===== config.mk =====
export PLATFORM = sky130hd
export DESIGN_NAME = pix_port_arb_flat
export DESIGN_NICKNAME = d
export VERILOG_FILES = /design/src/rtl/pix_pkg.sv /design/src/rtl/pix_port_arb_if.sv /design/src/rtl/pix_rr_arb.sv /design/src/rtl/pix_port_arb.sv /design/src/flat_wrapper.sv
export SDC_FILE = /design/constraint.sdc
export NUM_CORES = 1
export LEC_CHECK = 0
export BUFFER_PORTS_ARGS = -buffer_cell sky130_fd_sc_hd__buf_4
export CAP_MARGIN = 20
export CELL_PAD_IN_SITES_DETAIL_PLACEMENT = 0
export CELL_PAD_IN_SITES_GLOBAL_PLACEMENT = 1
export CORE_MARGIN = 5
export CORE_UTILIZATION = 33
export DETAILED_ROUTE_END_ITERATION = 8
export GPL_TIMING_DRIVEN = 0
export PLACE_DENSITY_LB_ADDON = 0.1
export SLEW_MARGIN = 20
export SYNTH_ARGS = -nofsm -noshare
export SYNTH_HDL_FRONTEND = slang
export SYNTH_SLANG_ARGS = --single-unit

===== constraint.sdc =====
create_clock -name clk -period 2.1 [get_ports clk]
set_input_delay 0.21 -clock clk [delete_from_list [all_inputs] [get_ports clk]]
set_output_delay 0.21 -clock clk [all_outputs]
set_load 0.02 [all_outputs]

===== src/rtl/pix_pkg.sv =====
// Shared constants, FSM state and memory-request payload for the pixel buffer port-A controller.
package pix_pkg;

  localparam int unsigned AW     = 13;
  localparam int unsigned DW     = 8;
  localparam int unsigned DEPTH  = 6144;
  localparam int unsigned RD_LAT = 3;

  localparam logic [DW-1:0] CLEAR_VAL = DW'(0);

  typedef enum logic {
    IDLE  = 1'b0,
    CLEAR = 1'b1
  } arb_state_e;

  typedef struct packed {
    logic          cea;
    logic          wrea;
    logic [AW-1:0] ada;
    logic [DW-1:0] dina;
  } mem_req_t;

  // Only 0..DEPTH-1 are backed by buffer storage.
  function automatic logic addr_in_range(input logic [AW-1:0] addr);
    return 32'(addr) < DEPTH;
  endfunction

endpackage


===== src/rtl/pix_port_arb_if.sv =====
// Request/response and buffer A-port signal bundle for pix_port_arb.
interface pix_port_arb_if;
  import pix_pkg::*;

  logic          clear_start;
  logic          busy;
  logic          clear_done;

  logic          wr_valid;
  logic          wr_ready;
  logic [AW-1:0] wr_addr;
  logic [DW-1:0] wr_data;

  logic          rd_valid;
  logic          rd_ready;
  logic [AW-1:0] rd_addr;

  logic          rdata_valid;
  logic [DW-1:0] rdata;

  logic          mem_cea;
  logic          mem_wrea;
  logic [AW-1:0] mem_ada;
  logic [DW-1:0] mem_dina;
  logic          mem_ocea;
  logic          mem_reseta;
  logic [DW-1:0] mem_douta;

  modport slave (
    input  clear_start, wr_valid, wr_addr, wr_data, rd_valid, rd_addr, mem_douta,
    output busy, clear_done, wr_ready, rd_ready, rdata_valid, rdata,
           mem_cea, mem_wrea, mem_ada, mem_dina, mem_ocea, mem_reseta
  );

  modport master (
    output clear_start, wr_valid, wr_addr, wr_data, rd_valid, rd_addr, mem_douta,
    input  busy, clear_done, wr_ready, rd_ready, rdata_valid, rdata,
           mem_cea, mem_wrea, mem_ada, mem_dina, mem_ocea, mem_reseta
  );

endinterface


===== src/rtl/pix_rr_arb.sv =====
// Two-requester arbiter (bit 0 = write, bit 1 = read); PIX_ARB_RR_EN selects
// round-robin on contention, otherwise write has fixed priority.
module pix_rr_arb (
  input  logic       clk,
  input  logic       reset,
  input  logic [1:0] req_i,
  output logic [1:0] gnt_c_o
);

`ifdef PIX_ARB_RR_EN
  logic last_rd_q, last_rd_d;

  // On contention grant the side that did not win last; any grant updates history.
  always_comb begin
    gnt_c_o   = req_i;
    last_rd_d = last_rd_q;
    if (req_i == 2'b11) begin
      gnt_c_o = last_rd_q ? 2'b01 : 2'b10;
    end
    if (gnt_c_o[0]) begin
      last_rd_d = 1'b0;
    end else if (gnt_c_o[1]) begin
      last_rd_d = 1'b1;
    end
  end

  always_ff @(posedge clk) begin
    if (reset) begin
      last_rd_q <= 1'b1;
    end else begin
      last_rd_q <= last_rd_d;
    end
  end
`else
  logic unused_clk_rst;

  assign gnt_c_o        = req_i[0] ? 2'b01 : {req_i[1], 1'b0};
  assign unused_clk_rst = clk ^ reset;
`endif

endmodule


===== src/rtl/pix_port_arb.sv =====
// Port-A controller for the 6144x8 pixel buffer: arbitrates writer, reader and
// frame-clear engine. Optional round-robin arbitration via PIX_ARB_RR_EN.
module pix_port_arb
  import pix_pkg::*;
(
  input  logic          clk,
  input  logic          reset,
  pix_port_arb_if.slave bus
);

  arb_state_e        state_q, state_d;
  logic [AW-1:0]     clr_addr_q, clr_addr_d;
  mem_req_t          mem_req_q, mem_req_d;
  logic              clear_done_q, clear_done_d;
  logic [RD_LAT-2:0] rd_vld_q, rd_vld_d;
  logic [RD_LAT-2:0] rd_inr_q, rd_inr_d;
  logic              rdata_valid_q, rdata_valid_d;
  logic [DW-1:0]     rdata_q, rdata_d;
  logic              accept_c;
  logic [1:0]        arb_req, arb_gnt;

  // clear_start takes the port that cycle, so no handshake may complete with it.
  assign accept_c = (state_q == IDLE) && !bus.clear_start && !reset;
  assign arb_req  = accept_c ? {bus.rd_valid, bus.wr_valid} : 2'b00;

  pix_rr_arb u_arb (
    .clk    (clk),
    .reset  (reset),
    .req_i  (arb_req),
    .gnt_c_o(arb_gnt)
  );

  always_comb begin
    state_d       = state_q;
    clr_addr_d    = clr_addr_q;
    clear_done_d  = 1'b0;
    mem_req_d     = mem_req_q;
    mem_req_d.cea = 1'b0;
    mem_req_d.wrea = 1'b0;
    rd_vld_d      = rd_vld_q << 1;
    rd_inr_d      = rd_inr_q << 1;
    rdata_valid_d = rd_vld_q[RD_LAT-2];
    rdata_d       = rdata_q;
    // Out-of-range reads never touch the buffer and return zero.
    if (rd_vld_q[RD_LAT-2]) begin
      rdata_d = rd_inr_q[RD_LAT-2] ? bus.mem_douta : DW'(0);
    end

    case (state_q)
      IDLE: begin
        if (bus.clear_start) begin
          state_d        = CLEAR;
          clr_addr_d     = '0;
          mem_req_d.cea  = 1'b1;
          mem_req_d.wrea = 1'b1;
          mem_req_d.ada  = '0;
          mem_req_d.dina = CLEAR_VAL;
        end else if (arb_gnt[0]) begin
          if (addr_in_range(bus.wr_addr)) begin
            mem_req_d.cea  = 1'b1;
            mem_req_d.wrea = 1'b1;
            mem_req_d.ada  = bus.wr_addr;
            mem_req_d.dina = bus.wr_data;
          end
        end else if (arb_gnt[1]) begin
          rd_vld_d[0] = 1'b1;
          rd_inr_d[0] = addr_in_range(bus.rd_addr);
          if (addr_in_range(bus.rd_addr)) begin
            mem_req_d.cea = 1'b1;
            mem_req_d.ada = bus.rd_addr;
          end
        end
      end
      CLEAR: begin
        // Leave once the last address has been presented for a full cycle.
        if (clr_addr_q == AW'(DEPTH - 1)) begin
          state_d      = IDLE;
          clear_done_d = 1'b1;
        end else begin
          clr_addr_d     = clr_addr_q + AW'(1);
          mem_req_d.cea  = 1'b1;
          mem_req_d.wrea = 1'b1;
          mem_req_d.ada  = clr_addr_q + AW'(1);
          mem_req_d.dina = CLEAR_VAL;
        end
      end
      default: state_d = IDLE;
    endcase
  end

  always_ff @(posedge clk) begin
    if (reset) begin
      state_q       <= IDLE;
      clr_addr_q    <= '0;
      mem_req_q     <= '0;
      clear_done_q  <= 1'b0;
      rd_vld_q      <= '0;
      rd_inr_q      <= '0;
      rdata_valid_q <= 1'b0;
      rdata_q       <= '0;
    end else begin
      state_q       <= state_d;
      clr_addr_q    <= clr_addr_d;
      mem_req_q     <= mem_req_d;
      clear_done_q  <= clear_done_d;
      rd_vld_q      <= rd_vld_d;
      rd_inr_q      <= rd_inr_d;
      rdata_valid_q <= rdata_valid_d;
      rdata_q       <= rdata_d;
    end
  end

  assign bus.wr_ready    = arb_gnt[0];
  assign bus.rd_ready    = arb_gnt[1];
  assign bus.busy        = (state_q == CLEAR);
  assign bus.clear_done  = clear_done_q;
  assign bus.rdata_valid = rdata_valid_q;
  assign bus.rdata       = rdata_q;
  assign bus.mem_cea     = mem_req_q.cea;
  assign bus.mem_wrea    = mem_req_q.wrea;
  assign bus.mem_ada     = mem_req_q.ada;
  assign bus.mem_dina    = mem_req_q.dina;
  assign bus.mem_ocea    = 1'b1;
  assign bus.mem_reseta  = reset;

endmodule


===== src/flat_wrapper.sv =====
// flat-port wrapper written by rule: the top's interface ports become plain ports
module pix_port_arb_flat import pix_pkg::*;
  (clk, reset, bus_clear_start, bus_wr_valid, bus_wr_addr, bus_wr_data, bus_rd_valid, bus_rd_addr, bus_mem_douta, bus_busy, bus_clear_done, bus_wr_ready, bus_rd_ready, bus_rdata_valid, bus_rdata, bus_mem_cea, bus_mem_wrea, bus_mem_ada, bus_mem_dina, bus_mem_ocea, bus_mem_reseta);
  pix_port_arb_if bus_i ();
  input  logic clk;
  input  logic reset;
  input wire logic [$bits(bus_i.clear_start)-1:0] bus_clear_start;
  input wire logic [$bits(bus_i.wr_valid)-1:0] bus_wr_valid;
  input wire logic [$bits(bus_i.wr_addr)-1:0] bus_wr_addr;
  input wire logic [$bits(bus_i.wr_data)-1:0] bus_wr_data;
  input wire logic [$bits(bus_i.rd_valid)-1:0] bus_rd_valid;
  input wire logic [$bits(bus_i.rd_addr)-1:0] bus_rd_addr;
  input wire logic [$bits(bus_i.mem_douta)-1:0] bus_mem_douta;
  output wire logic [$bits(bus_i.busy)-1:0] bus_busy;
  output wire logic [$bits(bus_i.clear_done)-1:0] bus_clear_done;
  output wire logic [$bits(bus_i.wr_ready)-1:0] bus_wr_ready;
  output wire logic [$bits(bus_i.rd_ready)-1:0] bus_rd_ready;
  output wire logic [$bits(bus_i.rdata_valid)-1:0] bus_rdata_valid;
  output wire logic [$bits(bus_i.rdata)-1:0] bus_rdata;
  output wire logic [$bits(bus_i.mem_cea)-1:0] bus_mem_cea;
  output wire logic [$bits(bus_i.mem_wrea)-1:0] bus_mem_wrea;
  output wire logic [$bits(bus_i.mem_ada)-1:0] bus_mem_ada;
  output wire logic [$bits(bus_i.mem_dina)-1:0] bus_mem_dina;
  output wire logic [$bits(bus_i.mem_ocea)-1:0] bus_mem_ocea;
  output wire logic [$bits(bus_i.mem_reseta)-1:0] bus_mem_reseta;
  assign bus_i.clear_start = bus_clear_start;
  assign bus_i.wr_valid = bus_wr_valid;
  assign bus_i.wr_addr = bus_wr_addr;
  assign bus_i.wr_data = bus_wr_data;
  assign bus_i.rd_valid = bus_rd_valid;
  assign bus_i.rd_addr = bus_rd_addr;
  assign bus_i.mem_douta = bus_mem_douta;
  assign bus_busy = bus_i.busy;
  assign bus_clear_done = bus_i.clear_done;
  assign bus_wr_ready = bus_i.wr_ready;
  assign bus_rd_ready = bus_i.rd_ready;
  assign bus_rdata_valid = bus_i.rdata_valid;
  assign bus_rdata = bus_i.rdata;
  assign bus_mem_cea = bus_i.mem_cea;
  assign bus_mem_wrea = bus_i.mem_wrea;
  assign bus_mem_ada = bus_i.mem_ada;
  assign bus_mem_dina = bus_i.mem_dina;
  assign bus_mem_ocea = bus_i.mem_ocea;
  assign bus_mem_reseta = bus_i.mem_reseta;
  pix_port_arb u_core (.clk(clk), .reset(reset), .bus(bus_i));
endmodule

======== Yosys cells after proc, flatten, opt, wreduce, memory -nomap -nowiden ========
Index checks and enable logic that the tools add are counted.
operators by class
  multipliers ............................. 0
  bitwise operators ....................... 2
  reduce and logical (&&, ||, !) cells .... 10
  div/mod/pow operators ................... 0
  add/subtract/negate cells ............... 1
  shift-type cells ........................ 0
  muxes and demuxes ....................... 23
  eq/ne operators ......................... 8
  $lt $le $gt $ge ......................... 2
operators with widths
  operator                                            number
  two-way mux 23 bit                                  3
  two-way mux 13 bit                                  5
  case mux 23 bit (2 select lines)                    1
  less-than comparator 13 bit, second input constant  2
  case mux 13 bit (2 select lines)                    1
  two-way mux 8 bit                                   2
  adder 13 x 1 -> 13 bit, second input constant       1
  equality test 13 bit, second input constant         1
  two-way mux 1 bit                                   8
  OR reduction 5 bit                                  1
  two-way mux 2 bit                                   2
  != test 2 bit, second input constant                2
  != test 4 x 2 -> 1 bit, second input constant       1
  != test 4 x 3 -> 1 bit, second input constant       1
  != test 4 bit, second input constant                1
  AND reduction 4 bit                                 1
  OR reduction 4 bit                                  1
  != test 3 x 2 -> 1 bit, second input constant       1
  != test 3 bit, second input constant                1
  AND reduction 3 bit                                 1
  logical AND 1 bit                                   2
  logical NOT 1 bit                                   2
  NOT 1 bit                                           2
  case mux 1 bit (2 select lines)                     1
  2 further kinds                                     2
word-level totals
  flip-flop bits (word level) ............. 51
  output and inout bits ................... 38
  memory bits (writable) .................. 0
  memory bits (read-only) ................. 0
  memories ................................ 0
  bits of input ports ..................... 47
  word-level logic and storage cells ...... 59
  bits in latches ......................... 0

======== Logic depth before layout (Yosys ltp) ========
Gate-level depths: netlist of run 1.
  word-level depth ........................ 9
  mapped depth ............................ 8
  depth with buffers taken out ............ 5

======== Cells and area by module ========
Synthesis of run 1 repeated with hierarchy kept, for this count alone.
second synthesis, totals
  cell total of the unflattened synthesis .. 276
  area, all modules ....................... 2471.1 sq um
by module, submodules not included
  module        instances  area each (sq um)  sequential area each (sq um)  cells each
  pix_port_arb  1          2449.8             1021.0                        274
  pix_rr_arb    1          21.3               0.0                           2

======== Least setup slack after synthesis of run 1 ========
No wires, ideal clock.
  path kind ............................... reg2reg
  from .................................... register u_core.clr_addr_q[0]
  to ...................................... register u_core.mem_req_q (netlist bit u_core.bus.mem_ada[8])
  arrival ................................. 2.005 ns
  stages on the path, launching flop included .. 9
  buffers on the path ..................... 3
  period minus slack after synthesis ...... 2.093 ns
  setup slack ............................. 0.007 ns
  required time ........................... 2.012 ns
  setup time .............................. 0.088 ns
  path through ............................ dfxtp_1 ha_1 nand3_2 or4_4 buf_6 and2_4 buf_6 buf_8 a311oi_2
on the way
  cells in the longest elaborated chain, start to end .. 3
  elaborated cells on any way between the ends .. 6
  classes of those cells .................. add/sub (1); eq/ne (2); mux (2); reduce/logical (1)
ends and longest elaborated chain
  element                                                                         RTL line                                text
  start: declaration                                                              pix_port_arb.sv:12                      logic [AW-1:0] clr_addr_q, clr_addr_d;
  start signal: assignment                                                        pix_port_arb.sv:103                     clr_addr_q <= clr_addr_d;
  adder 13 x 1 -> 13 bit / equality test 13 bit (equally long branches)           pix_port_arb.sv:83, pix_port_arb.sv:76
  two-way mux 23 bit / != test 2 bit (equally long branches)                      --
  case mux 23 bit (2 select lines) / AND reduction 4 bit (equally long branches)  --
  end signal: assignment                                                          pix_port_arb.sv:104                     mem_req_q <= mem_req_d;
  end: declaration                                                                pix_port_arb.sv:13                      mem_req_t mem_req_q, mem_req_d;
Several ways; a longest one is shown, not always the timed one. The select of a mux whose other input is x is not followed.
A chain may end at the register's enable or synchronous reset.

======== Worst setup path in the final report of run 1 ========
  from .................................... register u_core.clr_addr_q[0]
  to ...................................... register u_core.mem_req_q (netlist bit u_core.bus.mem_ada[1])
The elaborated chain is that of the path after synthesis.

==> impl_metrics.py, run 1 <==
metrics = {
    "run_status": {
        "outcome": "complete, no violations",
    },
    "critical_path": {
        "start_kind": "flop",
        "cp.required_ps": 2320,
        "critical_path_class": "flop to flop",
        "r2r_cells": 8,
        "r2r_setup_slack_ps": 80,
        "rr_endpoint": "u_core.bus.mem_ada[1]",
        "setup.worst_path.end_class": "flop",
        "r2r_start": "u_core.clr_addr_q[0]",
        "cp_max_fo": 10,
        "cp.arrival_ps": 2240,
    },
    "logic_synthesis": {
        "syn-num-nets": 322,
        "syn_area_mm2": 0.00245,
        "synth_edf_count": 0,
        "synth_cell_type_count": 48,
        "synth-main-ff-cell": "dfxtp_1",
        "ys.warnings.count": 0,
        "async_reset_ff_share_pct": 0,
        "ys_seq_elements": 51,
        "postSynthAreaPerCell_um2": 8.94,
        "syn_inst": 274,
        "ys_seq_area_share_pct": 41.7,
    },
    "min_path": {
        "hold_depth": 2,
        "min_from": "bus_wr_data[6]",
        "min_to": "u_core.bus.mem_dina[6]",
        "hold_class": "primary input to flop",
    },
    "clock_network": {
        "numCtsBuffers": 5,
        "clockBufferDepth": 2,
        "cts.htree.levels": 2,
        "clk_pin_slew_ps": 90,
        "worst_skew_pair.late_latency_ps": 310,
        "ctsHoldBuffers": 0,
        "cts_tree": "done",
        "cts.root.buffer_cell": "clkbuf_8",
        "clkSinkCount": 51,
    },
    "die": {
        "start_util_pct": 33.8,
        "rows": 31,
        "core-area_mm2": 0.00725,
        "die_h_um": 96.1,
        "die-area_mm2": 0.00924,
        "fp.dieW_um": 96.1,
        "io_pins": 85,
    },
    "power": {
        "peakVddDrop_mv": 0.273,
        "total_leakage_power_nw": 1.38,
        "powerDensity_mw_per_mm2": 568,
    },
    "global_routing": {
        "antenna_found_initial": 0,
        "grt_pass1_wl_um": 12000,
        "grt_overflow": 0,
        "grt_max_degree": 15,
        "grt_use_met1_pct": 23.3,
        "met3_usage_pct": 3.99,
        "grt.busiest_layer": "met2",
        "grt_pass1_vias": 2339,
        "grt_util_all_layers_pct": 17.0,
        "grt.met2_usage_pct": 25.9,
    },
    "route": {
        "drt-wirelength-per-cell_um": 16.2,
        "first_pass_iters": 6,
        "viasPerCell": 5.09,
        "drt_iter0_drc": 124,
        "postRouteAntennaNets": 0,
        "via_count": 2390,
        "wl_um": 7600,
        "drc": 0,
    },
    "cells_and_area": {
        "diodes": 0,
        "syn2layout_area_growth_pct": 40.1,
        "layout-drive-gt1-share_pct": 37.5,
        "utilization_pct": 47.3,
        "final_area_mm2": 0.00343,
        "final-instance-count-excl-fill": 470,
        "nets": 419,
    },
    "job": {
        "max-cap-violations": 0,
    },
    "timing": {
        "hold_viol_final": 0,
        "setup_violations": 0,
        "drv_slew": 0,
        "final.setup_skew_ps": 5.53,
        "period_needed_ps": 2020,
        "max-slew-margin-rel_pct": 53.2,
        "worstMarginPinSlew_ps": 696,
        "period_share_pct": 96.0,
        "timing.fmax_ghz": 0.496,
        "holdWs_ps": 110,
    },
    "placement": {
        "portBuffers": 83,
        "dp_cells": 456,
        "gp_congestion": 0.841,
        "hpwlAfterDp_um": 5540,
        "post_dp_cell_area_mm2": 0.00320,
    },
}
timing repair:
item                                    CTS  global route
cloned                                    0             0
setup buffers                             3             4
resized for setup                        12            13
endpoints found under the setup margin   35            26
cells in the mapped netlist, types with 5 or more instances:
cell / instances / area share (%)
nand2_1: 9 / 1.4
nor2_1: 11 / 1.7
o22ai_1: 11 / 2.8
nor4_1: 6 / 1.5
o21ai_0: 22 / 4.5
and2_1: 15 / 3.8
nor3_1: 7 / 1.4
a311oi_2: 9 / 5.5
nand2b_1: 7 / 1.8
a22o_1: 7 / 2.5
a21oi_1: 37 / 7.6
a311oi_1: 5 / 1.8
clkbuf_1: 13 / 2.0
dfxtp_1: 51 / 42
nor2b_1: 14 / 3.6
kinds of logic after synthesis:
kind of cell | Yosys count | synth area share, %
AO/OA/AOI/OAI | 102 | 28.5
XOR/XNOR | 3 | 1.07
adder cells (fa/ha/maj) | 1 | 0.511
buffers and inverters | 25 | 5.42
flip-flops | 51 | 41.7
multiplexers | 1 | 0.460
other | 1 | 0.153
AND/OR/NAND/NOR | 90 | 22.2
registers in the layout, summed over array words and instances (netlist names):
name,count
u_core.rd_vld_q,2
u_core.bus.mem_dina,8
u_core.bus.busy,1
u_core.bus.rdata,8
u_core.rd_inr_q,2
u_core.bus.rdata_valid,1
u_core.clr_addr_q,13
u_core.bus.clear_done,1
u_core.bus.mem_cea,1
u_core.bus.mem_ada,13
u_core.bus.mem_wrea,1
worst max path at each step:
stage	depth (start not counted)	startpoint	endpoint	slack (ps)
after floorplan	8	u_core.clr_addr_q[0]	u_core.bus.mem_ada[8]	7
after global placement	6	u_core.clr_addr_q[0]	u_core.clr_addr_q[6]	-460
after detailed placement	6	u_core.clr_addr_q[0]	u_core.clr_addr_q[10]	-410
after CTS	7	u_core.clr_addr_q[5]	u_core.bus.mem_ada[8]	8
after global routing	8	u_core.clr_addr_q[4]	u_core.bus.mem_ada[4]	-10
final	8	u_core.clr_addr_q[0]	u_core.bus.mem_ada[1]	80
cell usage in the layout (no fill, tap or decap), types with 2 or more instances in the layout:
master,instances
nand4_1,3
a21oi_1,35
nand3_4,2
a311oi_1,5
and2_1,15
a21oi_2,3
nor4_1,4
nor3_1,7
o22ai_1,11
nor2_1,11
buf_4,93
dfxtp_1,46
a22o_1,7
nand3_1,3
and4_1,2
o21a_1,3
nor2b_1,14
a311oi_2,9
buf_2,3
dfxtp_2,3
nand2_1,9
nand2b_1,7
o21ai_0,22
xnor2_1,2
clkbuf_8,6
dfxtp_4,2
clkbuf_1,9
clkbuf_2,4
buf_6,2
buf_1,2
and3b_1,2
o31a_1,2
report_power, final:
| group | internal, mW | switching, mW |
|---|---|---|
| sequential | 0.997 | 0.0228 |
| clock | 0.260 | 0.333 |
| combinational | 0.163 | 0.172 |
| total | 1.42 | 0.528 |
area by class of cell:
class,instances,area [µm²]
Buffer,24,136
Inverter,1,3.75
Clock buffer,6,82.6
Sequential cell,51,1030
Fill cell,705,3820
Clock inverter,1,5.00
Multi-Input combinational cell,198,1370
Timing Repair Buffer,90,676
Tap cell,99,124
worst max-delay path, cell delays in order, from the launching register on:
cell and delay, ps:
dfxtp_4 390, ha_4 170, nand3_4 90, or4_4 540, buf_6 150, and2_4 130, buf_6 120, buf_8 140
a311oi_2 190
metrics by stage:
step | setup TNS [ps] | setup WS (ps) | power [mW]
after global routing | -45.9 | -14.7 | 2.03
final | 0 | 83.1 | 1.95
after detailed placement | -7520 | -412 | 1.37
after CTS | 0 | 8.27 | 1.96
after global placement | -8680 | -465 | 1.37
after floorplan | 0 | 6.97 | 1.21
routing by layer:
layer,wire [µm],up-vias
met2,3340,92
met5,0,-
met3,607,11
met1,3510,1082
li1,-,1205
met4,146,0
Note: power is estimated with default switching activity, not from simulation.
==> run 2: changes to the inputs <==
CORE_ASPECT_RATIO = 1.1   (was default)
MAX_ROUTING_LAYER = met4   (was default)
==> run 2 against run 1 <==
Against the previous run: via count is 1.4% lower; maximum frequency is 0.66% higher; total power is 1.6% higher; clock power is 6.2% higher; worst hold slack better by 7.6 ps; sequential cell count stayed put; first-iteration DRC count is 33% lower; critical path depth is 1 lower; die area hardly changed; worst setup slack better by 13 ps; critical endpoint is now u_core.bus.mem_ada[9].
==> impl_metrics.py, run 2 (synthesized netlist as in run 1, its figures left out) <==
metrics = {
    "run_status": {
        "outcome": "complete, no violations",
    },
    "placement": {
        "post_dp_cell_area_mm2": 0.00318,
        "gp_congestion": 0.792,
        "dp_cells": 444,
        "portBuffers": 83,
        "hpwlAfterDp_um": 5310,
        "pre_cts_ws_ps": -367,
    },
    "power": {
        "total_leakage_power_nw": 1.38,
        "powerDensity_mw_per_mm2": 583,
        "peakVddDrop_mv": 0.230,
    },
    "die": {
        "fp.dieW_um": 92.1,
        "die_h_um": 100,
        "start_util_pct": 33.3,
        "io_pins": 85,
        "core-area_mm2": 0.00735,
        "die-area_mm2": 0.00924,
        "rows": 33,
    },
    "timing": {
        "period_needed_ps": 2000,
        "period_share_pct": 95.4,
        "worstMarginPinSlew_ps": 668,
        "timing.fmax_ghz": 0.499,
        "drv_slew": 0,
        "setup_slack_ps": 96.3,
        "hold_viol_final": 0,
        "final.setup_skew_ps": 4.97,
        "setup_tns_ps": 0,
        "setup_violations": 0,
        "max-slew-margin-rel_pct": 55.1,
    },
    "critical_path": {
        "cp.required_ps": 2320,
        "start_kind": "flop",
        "crit_chain": "nand3b_1 > or4_4 > buf_6 > and2_4 > buf_6 > buf_8 > a311oi_2",
        "critPathTopFamily": "simple AND/OR/NAND/NOR gates",
        "slowest_stage": "dfxtp_1",
        "critical_path_buf_inv_count": 3,
        "cp.arrival_ps": 2230,
        "slowest_delay_ps": 530,
        "critical_path_class": "flop to flop",
        "cp_common_cell": "buf_6",
        "cp_max_fo": 10,
        "setup.worst_path.end_class": "flop",
    },
    "cells_and_area": {
        "final_area_mm2": 0.00340,
        "nets": 416,
        "layout-drive-gt1-share_pct": 36.6,
        "final-instance-count-excl-fill": 456,
        "diodes": 0,
        "final_cell_mix": "89 x buf_4, 46 x dfxtp_1, 37 x a21oi_1",
        "final_common_cell": "buf_4",
        "syn2layout_area_growth_pct": 38.7,
    },
    "global_routing": {
        "grt_pass1_vias": 2336,
        "grt_pass1_wl_um": 11700,
        "grt_overflow": 0,
        "antenna_found_initial": 0,
        "grt_util_all_layers_pct": 16.2,
        "grt_max_degree": 16,
    },
    "route": {
        "drc": 0,
        "postRouteAntennaNets": 0,
        "viasPerCell": 5.17,
        "first_pass_iters": 4,
        "drt_iter0_drc": 83,
        "drt-wirelength-per-cell_um": 16.0,
        "wl_um": 7290,
        "via_count": 2356,
    },
    "clock_network": {
        "clockBufferDepth": 2,
        "numCtsBuffers": 5,
        "ctsHoldBuffers": 0,
        "cts.htree.levels": 2,
        "clk_pin_slew_ps": 90,
        "worst_skew_pair.late_latency_ps": 310,
        "clkSinkCount": 51,
        "cts_tree": "done",
        "cts.root.buffer_cell": "clkbuf_8",
    },
    "min_path": {
        "hold_class": "primary input to flop",
    },
    "job": {
        "max-cap-violations": 0,
    },
}
-- run 2: changes by cell type in the layout (fill, tap and decap cells not counted) --
cell	delta
a21oi_1	+2
a21oi_2	-2
buf_4	-4
clkbuf_8	+1
clkinv_2	-1
clkinvlp_4	+1
dfxtp_2	+1
dfxtp_4	-1
nand3_2	+1
nand3_4	-1
nand4_2	+1
-- run 2: worst reg2reg max path, stage by stage (launching register included) --
cell and delay, ps:
dfxtp_1 530, nand3b_1 200, or4_4 450, buf_6 150, and2_4 130, buf_6 120
buf_8 140, a311oi_2 200
-- run 2: worst paths after layout --
path,cells after the start,to,slack [ps],startpoint
hold reg to reg,1,u_core.rd_vld_q[1],450,u_core.rd_vld_q[0]
setup reg to reg,7,u_core.bus.mem_ada[9],100,u_core.bus.busy
setup / recovery,7,u_core.bus.mem_ada[9],100,u_core.bus.busy
hold / removal,2,u_core.bus.mem_dina[6],120,bus_wr_data[6]
-- run 2: routing by layer --
layer | up-vias | track usage [%] | wire length, µm
met1 | 1080 | 20.0 | 3390
met3 | 9 | 3.60 | 357
met4 | 0 | 4.11 | 85
met2 | 62 | 27.0 | 3450
met5 | - | - | 0
li1 | 1205 | - | -
-- run 2: timing repair --
action                                  4_1_cts  5_1_grt
gates resized for setup                      11       10
gates cloned                                  0        1
buffers inserted                              2        1
endpoints found under the hold margin         0        0
endpoints found under the setup margin       32       20
-- run 2: cell type report --
| type | instances | area [µm²] |
|---|---|---|
| Inverter | 1 | 3.75 |
| Tap cell | 87 | 109 |
| Sequential cell | 51 | 1030 |
| Fill cell | 748 | 3950 |
| Clock inverter | 1 | 7.51 |
| Clock buffer | 7 | 96.3 |
| Multi-Input combinational cell | 199 | 1370 |
| Timing Repair Buffer | 86 | 646 |
| Buffer | 24 | 136 |
-- run 2: report_power, final --
group	total (mW)	switching (mW)	internal, mW
combinational	0.329	0.167	0.162
clock	0.630	0.330	0.300
sequential	1.02	0.0223	0.998
-- run 2: metrics by stage --
step	total power, mW	utilization, %	hold WS (ps)
finish	1.98	46.2	117
global route	2.09	46.2	99.6
CTS	2.02	45.5	112
detailed placement	1.37	43.3	432
global placement	1.37	43.3	425
floorplan	1.21	-	343
